[src/rtl/dbg_cmd_decoder_pkg.sv]
// Shared constants and state encoding for the debug-bridge command decoder.
// Consumers import dbg_dec_pkg::*.
package dbg_dec_pkg;

  localparam logic [7:0] CMD_WRITE   = 8'h10;
  localparam logic [7:0] CMD_READ    = 8'h11;
  localparam logic [7:0] WR_ACK_BYTE = 8'h10;

  typedef enum logic [2:0] {
    IDLE    = 3'd0,
    LEN     = 3'd1,
    ADDR    = 3'd2,
    WDATA   = 3'd3,
    WR_REQ  = 3'd4,
    RD_REQ  = 3'd5,
    RD_SEND = 3'd6,
    WR_ACK  = 3'd7
  } state_t;

endpackage

[src/rtl/dbg_cmd_decoder.sv]
// Debug-bridge responder: parses CMD/LEN/ADDR/DATA byte frames into 32-bit bus accesses.
// Optional macro DBG_DEC_WRITE_ACK_EN adds a one-byte status reply after each write frame.
module dbg_cmd_decoder
  import dbg_dec_pkg::*;
#(
  parameter int TIMEOUT_CYCLES = 1024
) (
  input  logic        clk_i,
  input  logic        rst_i,
  input  logic        rx_valid_i,
  input  logic [7:0]  rx_data_i,
  output logic        rx_accept_o,
  output logic        tx_valid_o,
  output logic [7:0]  tx_data_o,
  input  logic        tx_accept_i,
  output logic        mem_req_o,
  output logic        mem_we_o,
  output logic [31:0] mem_addr_o,
  output logic [31:0] mem_wdata_o,
  output logic [3:0]  mem_wstrb_o,
  input  logic        mem_ack_i,
  input  logic [31:0] mem_rdata_i
);

  // Counter only needs to reach TIMEOUT_CYCLES-1 before the abort fires.
  localparam int TO_W = (TIMEOUT_CYCLES > 1) ? $clog2(TIMEOUT_CYCLES) : 1;
  localparam logic [TO_W-1:0] TO_LAST = TO_W'((TIMEOUT_CYCLES > 0) ? TIMEOUT_CYCLES - 1 : 0);

  state_t            state_reg, state_next;
  logic              run_reg;
  logic              is_wr_reg, is_wr_next;
  logic [7:0]        rem_reg, rem_next;
  logic [1:0]        lane_reg, lane_next;
  logic [31:0]       addr_reg, addr_next;
  logic [31:0]       wdata_reg, wdata_next;
  logic [3:0]        wstrb_reg, wstrb_next;
  logic [31:0]       rdata_reg, rdata_next;
  logic              req_reg, req_next;
  logic [TO_W-1:0]   to_cnt_reg, to_cnt_next;

  logic rx_fire, tx_fire, ack, counting, timeout_hit;

  always_comb begin
    rx_accept_o = run_reg && (state_reg == IDLE || state_reg == LEN ||
                              state_reg == ADDR || state_reg == WDATA);
  end

`ifdef DBG_DEC_WRITE_ACK_EN
  always_comb begin
    tx_valid_o = (state_reg == RD_SEND) || (state_reg == WR_ACK);
    tx_data_o  = (state_reg == WR_ACK) ? WR_ACK_BYTE : rdata_reg[{lane_reg, 3'b000} +: 8];
  end
`else
  always_comb begin
    tx_valid_o = (state_reg == RD_SEND);
    tx_data_o  = rdata_reg[{lane_reg, 3'b000} +: 8];
  end
`endif

  assign mem_req_o   = req_reg;
  assign mem_we_o    = req_reg && (state_reg == WR_REQ);
  assign mem_addr_o  = addr_reg;
  assign mem_wdata_o = wdata_reg;
  assign mem_wstrb_o = wstrb_reg;

  assign rx_fire     = rx_valid_i && rx_accept_o;
  assign tx_fire     = tx_valid_o && tx_accept_i;
  assign ack         = req_reg && mem_ack_i;
  assign counting    = (state_reg == LEN) || (state_reg == ADDR) || (state_reg == WDATA);
  assign timeout_hit = (TIMEOUT_CYCLES != 0) && counting && !rx_fire && (to_cnt_reg == TO_LAST);

  always_comb begin
    state_next  = state_reg;
    is_wr_next  = is_wr_reg;
    rem_next    = rem_reg;
    lane_next   = lane_reg;
    addr_next   = addr_reg;
    wdata_next  = wdata_reg;
    wstrb_next  = wstrb_reg;
    rdata_next  = rdata_reg;
    req_next    = 1'b0;
    to_cnt_next = '0;
    if ((TIMEOUT_CYCLES != 0) && counting && !rx_fire)
      to_cnt_next = to_cnt_reg + 1'b1;

    case (state_reg)
      IDLE: if (rx_fire && (rx_data_i == CMD_WRITE || rx_data_i == CMD_READ)) begin
        is_wr_next = (rx_data_i == CMD_WRITE);
        state_next = LEN;
      end
      LEN: if (rx_fire) begin
        rem_next   = rx_data_i;
        lane_next  = 2'd0;
        state_next = ADDR;
      end
      ADDR: if (rx_fire) begin
        addr_next = {addr_reg[23:0], rx_data_i};
        lane_next = lane_reg + 2'd1;
        if (lane_reg == 2'd3) begin
          addr_next[1:0] = 2'b00;
          if (rem_reg == 8'd0) begin
`ifdef DBG_DEC_WRITE_ACK_EN
            state_next = is_wr_reg ? WR_ACK : IDLE;
`else
            state_next = IDLE;
`endif
          end else begin
            state_next = is_wr_reg ? WDATA : RD_REQ;
          end
        end
      end
      WDATA: if (rx_fire) begin
        wdata_next[{lane_reg, 3'b000} +: 8] = rx_data_i;
        wstrb_next[lane_reg] = 1'b1;
        rem_next  = rem_reg - 8'd1;
        lane_next = lane_reg + 2'd1;
        if (lane_reg == 2'd3 || rem_reg == 8'd1)
          state_next = WR_REQ;
      end
      WR_REQ: begin
        req_next = 1'b1;
        if (ack) begin
          req_next   = 1'b0;
          addr_next  = addr_reg + 32'd4;
          wdata_next = '0;
          wstrb_next = '0;
          lane_next  = 2'd0;
          if (rem_reg != 8'd0)
            state_next = WDATA;
          else begin
`ifdef DBG_DEC_WRITE_ACK_EN
            state_next = WR_ACK;
`else
            state_next = IDLE;
`endif
          end
        end
      end
      RD_REQ: begin
        req_next = 1'b1;
        if (ack) begin
          req_next   = 1'b0;
          rdata_next = mem_rdata_i;
          lane_next  = 2'd0;
          state_next = RD_SEND;
        end
      end
      RD_SEND: if (tx_fire) begin
        rem_next  = rem_reg - 8'd1;
        lane_next = lane_reg + 2'd1;
        if (rem_reg == 8'd1)
          state_next = IDLE;
        else if (lane_reg == 2'd3) begin
          addr_next  = addr_reg + 32'd4;
          state_next = RD_REQ;
        end
      end
`ifdef DBG_DEC_WRITE_ACK_EN
      WR_ACK: if (tx_fire) state_next = IDLE;
`endif
      default: state_next = IDLE;
    endcase

    // A stalled frame drops any half-built word so nothing partial reaches the bus.
    if (timeout_hit) begin
      state_next = IDLE;
      wdata_next = '0;
      wstrb_next = '0;
      lane_next  = 2'd0;
    end
  end

  always_ff @(posedge clk_i or negedge rst_i) begin
    if (!rst_i) begin
      state_reg  <= IDLE;
      run_reg    <= 1'b0;
      is_wr_reg  <= 1'b0;
      rem_reg    <= '0;
      lane_reg   <= '0;
      addr_reg   <= '0;
      wdata_reg  <= '0;
      wstrb_reg  <= '0;
      rdata_reg  <= '0;
      req_reg    <= 1'b0;
      to_cnt_reg <= '0;
    end else begin
      state_reg  <= state_next;
      run_reg    <= 1'b1;
      is_wr_reg  <= is_wr_next;
      rem_reg    <= rem_next;
      lane_reg   <= lane_next;
      addr_reg   <= addr_next;
      wdata_reg  <= wdata_next;
      wstrb_reg  <= wstrb_next;
      rdata_reg  <= rdata_next;
      req_reg    <= req_next;
      to_cnt_reg <= to_cnt_next;
    end
  end

endmodule
[config.mk]
export PLATFORM = sky130hd
export DESIGN_NAME = dbg_cmd_decoder
export DESIGN_NICKNAME = d
export VERILOG_FILES = /design/src/rtl/dbg_cmd_decoder_pkg.sv /design/src/rtl/dbg_cmd_decoder.sv
export SDC_FILE = /design/constraint.sdc
export NUM_CORES = 1
export LEC_CHECK = 0
export ABC_AREA = 1
export BUFFER_PORTS_ARGS = -buffer_cell sky130_fd_sc_hd__buf_2
export CORE_ASPECT_RATIO = 0.7
export CORE_UTILIZATION = 55
export DETAILED_ROUTE_END_ITERATION = 12
export PLACE_DENSITY = 0.84
export SYNTH_ARGS = -nofsm -noshare
export SYNTH_HDL_FRONTEND = slang
export SYNTH_SLANG_ARGS = --single-unit
[constraint.sdc]
create_clock -name clk_i -period 2.5 [get_ports clk_i]
set_input_delay 0.125 -clock clk_i [delete_from_list [all_inputs] [get_ports clk_i]]
set_output_delay 0.125 -clock clk_i [all_outputs]
set_load 0.05 [all_outputs]
# Word level (Yosys, flattened, before mapping)
# Index checks and enable logic that the tools add are counted.
[totals]
register_bits = 126
inputBits = 45
output_inout_bits = 80
elab_cells = 132
[op_classes]
add_sub_neg = 5
n_lt_le_gt_ge = 2
n_eq_ne = 30
n_shift = 3
n_mux = 47
bitwise = 1
reduce_logical = 33
[ops]
columns = ["operator", "n"]
rows = [
  ["$mux W32", 8],
  ["$pmux W32 S3", 1],
  ["$pmux W32 S2", 1],
  ["$mux W3", 14],
  ["$add A32 B3 Y32 const B", 1],
  ["$bwmux W32", 1],
  ["$shift A8 B7 Y32 const A", 1],
  ["$shiftx A32 B6 Y8", 1],
  ["$shiftx A8 B7 Y32", 1],
  ["$mux W8", 3],
  ["$pmux W8 S3", 1],
  ["$pmux W3 S7", 1],
  ["$eq A8 B5 Y1 const B", 2],
  ["$ne A3 B3 Y1 const B", 5],
  ["$mux W2", 7],
  ["$mux W4", 3],
  ["$add A10 B1 Y10 const B", 1],
  ["$eq A10 B10 Y1 const B", 1],
  ["$mux W10", 1],
  ["$ne A2 B2 Y1 const B", 5],
  ["$reduce_and A10 Y1", 1],
  ["$eq A3 B3 Y1 const B", 3],
  ["$logic_and A1 B1 Y1", 9],
  ["$ne A3 B1 Y1 const B", 3],
  ["other kinds (30)", 46],
]

# Logic depth before layout (Yosys ltp)
[logic_depth]
depth_word = 11
depth_mapped = 12

# Worst setup path before layout
# Ideal clock, no wire load.
[synth_timing]
path_kind = "reg-to-reg"
startpoint = "register lane_reg[0]"
endpoint = "register wdata_reg[10] (netlist: mem_wdata_o[10])"
setup_ns = 0.076
arrival_time_ns = 2.232
required_time_ns = 2.424
setup_slack_ns = 0.191
path_stages_with_launch = 10
synth_period_minus_slack_ns = 2.309
cell_sequence = "dfrtp_1 -> clkbuf_1 -> inv_1 -> buf_1 -> ha_1 -> buf_2 -> inv_1 -> nor3_1 -> nand4_1 -> o21ai_1"
[synth_via]
elab_chain_len = 6
word_cells_on_any_way = 7
cone_classes = "1 x add/sub; 2 x shift; 4 x mux"
[synth_lines]
columns = ["element", "line", "source"]
rows = [
  ["from (decl)", "dbg_cmd_decoder.sv:33", "logic [1:0] lane_reg, lane_next;"],
  ["from (signal assigned)", "dbg_cmd_decoder.sv:191", "lane_reg <= lane_next;"],
  ["$neg A5 Y7 (*)", "dbg_cmd_decoder.sv:113", "wdata_next[{lane_reg, 3'b000} +: 8] = rx_data_i;"],
  ["$shiftx A8 B7 Y32 or $shift A8 B7 Y32 (tied branches)", "dbg_cmd_decoder.sv:113", ""],
  ["$bwmux W32 (*)", "dbg_cmd_decoder.sv:113", ""],
  ["$mux W32 (*)", "dbg_cmd_decoder.sv:112", "WDATA: if (rx_fire) begin"],
  ["$pmux W32 S2 (*)", "dbg_cmd_decoder.sv:86", "case (state_reg)"],
  ["$mux W32 (*)", "dbg_cmd_decoder.sv:165", "if (timeout_hit) begin"],
  ["to (signal assigned)", "dbg_cmd_decoder.sv:193", "wdata_reg <= wdata_next;"],
  ["to (decl)", "dbg_cmd_decoder.sv:35", "logic [31:0] wdata_reg, wdata_next;"],
]
# Mark *: on every way between the ends. The rest lies on a longest branch, timed or not. The select of a mux whose other input is x is not followed.
# A chain may end at the register's enable or synchronous reset.

# Worst setup path in the final report
[layout_timing]
startpoint = "register lane_reg[0]"
endpoint = "output tx_data_o[3]"
[layout_via]
elab_chain_len = 1
[layout_lines]
columns = ["element", "line", "source"]
rows = [
  ["$shiftx A32 B6 Y8", "dbg_cmd_decoder.sv:56", "tx_data_o = rdata_reg[{lane_reg, 3'b000} +: 8];"],
  ["to (decl)", "dbg_cmd_decoder.sv:14", "output logic [7:0] tx_data_o,"],
]
# Every way passes these cells.

==> results.rst <==
.. list-table::
   :header-rows: 1

   * - Metric
     - Value
   * - Horizontal extent of the die
     - 140.8 um
   * - Antenna violations before repair
     - 0
   * - Worst hold margin
     - 0.07796 ns
   * - Diode insertion count for antenna repair
     - 0
   * - Clock Power Share
     - 22.6%
   * - Register-to-Register Setup Slack
     - 0.34 ns
   * - Reported leakage power
     - 4.602 nW
   * - Share of the core filled with cells in the final layout
     - 69.37%
   * - Final layout net count
     - 1232
   * - Pin slew with the least headroom to its limit
     - 0.5709 ns
   * - Clock latency reported for the late side of the worst-skew pair
     - 0.42 ns
   * - Via count of the first global-routing pass
     - 6872
   * - Worst endpoint data arrival time
     - 2.07 ns
   * - Switching fraction of total power
     - 50.12%
   * - Average vias per placed instance
     - 5.601
   * - Clock period minus worst slack
     - 2.200 ns
   * - Internal power
     - 5.859 mW
   * - Routability-driven placement congestion ratio
     - 0.9309
   * - Cells after Synth
     - 1026
   * - Total of max-cap violations
     - 0
   * - IR Drop Worst-Case VDD
     - 670.5 uV
   * - First-pass detailed-route iteration total
     - 6
   * - Number of max-slew violations in the final report
     - 0
   * - Worst min path class
     - in -> reg
   * - Hold Startpoint
     - rx_data_i[6]
   * - Area of the core
     - 13140 sq um
   * - CP required
     - 2.38 ns
   * - Net count after synthesis
     - 1080
   * - Largest net degree at the start of global routing
     - 68
   * - Average cell area after synthesis
     - 7.227 sq um
   * - Summed instance area of the synthesized netlist
     - 7415 sq um
   * - Count of clock tree sinks
     - 126
   * - Number of hold violations in the final report
     - 0
   * - Final number of setup-violating endpoints
     - 0
   * - Number of port buffers
     - 124
   * - Worst Clk Skew
     - 0.008951 ns
   * - Total negative setup slack
     - 0 ns
   * - Post-CTS Resized
     - 0
   * - Yosys cell types
     - 35
   * - Largest driver fanout on the critical path
     - 26
   * - Post-route ant nets
     - 0
   * - Share of final-layout standard cells stronger than drive strength 1
     - 18.07%
   * - Worst r2r path cells
     - 7
   * - End of the worst register-to-register path
     - rem_reg[5]
   * - Clock buffers created by TritonCTS
     - 17
   * - Ys Warns
     - 0
   * - Total number of vias
     - 7595
   * - Top-level port count
     - 125
   * - Die Height
     - 99.15 um
   * - Critical path start-end classification
     - reg -> out
   * - FF-to-FF Start
     - state_reg[2]
   * - Global-route wire length before repair
     - 35.02 mm
   * - Share of total power in combinational logic
     - 48.8%
   * - Cell area power density
     - 1289 nW/um^2
   * - Number of placed cells counting well taps
     - 1292
   * - Switching power of the nets
     - 5.888 mW
   * - Number of standard-cell rows in the floorplan
     - 35
   * - Count of non-filler cells in the finished layout
     - 1356
   * - DRC violation count after routing
     - 0
   * - Min-Delay Path Depth
     - 3
   * - Hold path endpoint
     - rem_reg[6]
   * - Clock transition at the registers of the reported paths
     - 0.06 ns
   * - Flop and latch count out of synthesis
     - 126
   * - Sum of routed wire length over all layers
     - 22.04 mm
   * - Library cell used as clock root buffer
     - sky130_fd_sc_hd__clkbuf_16
   * - RSZ-0062 raised after global routing
     - no
   * - Area growth, synth to finish
     - 22.92%
   * - CTS max path bufs
     - 2
   * - Final worst-path cycle share
     - 87.98%
   * - Register area share after synthesis
     - 42.52%
   * - Die area
     - 13960 sq um
   * - Crit start category
     - flop
   * - Post-detail-place hpwl
     - 14.66 mm
   * - Starting Density
     - 56.44%
   * - Overall track demand over capacity in global routing
     - 32.35%
   * - H-tree levels
     - 4
   * - Worst max-slew margin expressed relative to the limit
     - 61.90%
   * - GR Overflow Total
     - 0
   * - 1st-iter DRT viols
     - 1053
   * - Average detailed-routed wire length per instance
     - 16.25 um
   * - Total of fill cells in the finished design
     - 1016
   * - CTS tree
     - done
   * - Sequential cell fraction of total power
     - 28.6%
   * - Peak clock frequency supported by timing
     - 0.4546 GHz
   * - CP endpoint kind
     - output port
   * - Status
     - finished clean
==> logic make-up after synthesis <==
group                    after synthesis  synth area share (%)
other                                  1               0.05058
buffers and inverters                128                 7.645
XOR/XNOR                               1                0.1181
multiplexers                          24                 3.645
flip-flops                           126                 42.52
AO/OA/AOI/OAI                        125                 8.623
adder cells (fa/ha/maj)                9                 1.519
AND/OR/NAND/NOR                      612                 35.88
==> timing repair <==
action,4_1_cts,5_1_grt
hold endpoints to repair,117,0
hold buffers,33,0
setup buffers,0,0
==> placed cells by master, fill, tap and decap left out, drive strengths merged, types with 23 or more instances in the layout <==
| cell type | count |
|---|---|
| nand3 | 90 |
| nand2 | 328 |
| nand4 | 23 |
| dlygate4sd3 | 33 |
| o21ai | 81 |
| a21oi | 38 |
| nor2 | 136 |
| buf | 136 |
| nor3 | 23 |
| dfrtp | 126 |
| inv | 92 |
| mux2 | 24 |
==> worst max-delay path, stage by stage (launching register included) <==
cell	delay [ns]
sky130_fd_sc_hd__dfrtp_1	0.40
sky130_fd_sc_hd__inv_1	0.08
sky130_fd_sc_hd__buf_4	0.22
sky130_fd_sc_hd__o21ai_0	0.40
sky130_fd_sc_hd__a21oi_1	0.09
sky130_fd_sc_hd__a21oi_1	0.17
sky130_fd_sc_hd__buf_2	0.29
==> routing by layer <==
layer / wire [um] / global-route usage [%] / vias up
li1: - / - / 3623
met1: 9667 / 46.53 / 3510
met2: 9710 / 48.79 / 405
met3: 2087 / 6.115 / 57
met4: 571 / 12.29 / 0
met5: 0 / 0 / -
==> worst max-delay path by stage <==
stage                             start               to  slack [ns]
after floorplan             lane_reg[0]  mem_wdata_o[10]        0.19
after detailed placement  to_cnt_reg[0]  mem_wdata_o[16]        0.45
after global routing       state_reg[2]       rem_reg[7]        0.16
after global placement     state_reg[0]   mem_addr_o[19]        0.53
after CTS                 to_cnt_reg[0]  mem_wdata_o[21]        0.42
final                       lane_reg[0]     tx_data_o[3]        0.30
==> power by group through the flow <==
stage / clock network (mW) / logic, mW / registers [mW]
floorplan: 0 / 3.16 / 4.39
global placement: 0 / 5.39 / 3.32
detailed placement: 0 / 5.52 / 3.33
CTS: 2.65 / 5.61 / 3.31
global route: 2.75 / 6.22 / 3.42
finish: 2.66 / 5.74 / 3.35
==> Yosys cell counts (all sizes together) <==
cell	count	share of area [%]
a31oi	1	0.084
o21bai	2	0.20
o21ai	81	5.5
clkinv	2	0.17
clkbuf	11	0.56
nor3	23	1.6
inv	90	4.7
mux2	24	3.6
nand4	23	1.9
nor2	136	7.1
o211ai	3	0.30
nand2	328	17
conb	1	0.051
nand3b	12	1.3
xor2	1	0.12
buf	25	2.3
nand3	90	6.7
dfrtp	126	43
a21oi	38	2.6
ha	9	1.5
==> layout make-up <==
cell class | count | area (sq um) | share of cell area [%]
sequential | 126 | 3153 | 34.60
clock buffer | 18 | 439.2 | 4.819
multi-input combinational | 772 | 3700 | 40.60
tap | 166 | 207.7 | 2.279
inverter | 92 | 357.8 | 3.926
timing repair buffer | 169 | 1069 | 11.72
clock inverter | 13 | 187.7 | 2.059
==> metrics by stage <==
step	area (sq um)	power (mW)	setup WS, ns
finish	9114	11.75	0.3005
CTS	9114	11.56	0.4188
global route	9114	12.39	0.1582
floorplan	7415	7.553	0.1912
global placement	8157	8.709	0.5312
detailed placement	8157	8.851	0.4484
No activity file was read; power rests on OpenSTA's default activity.
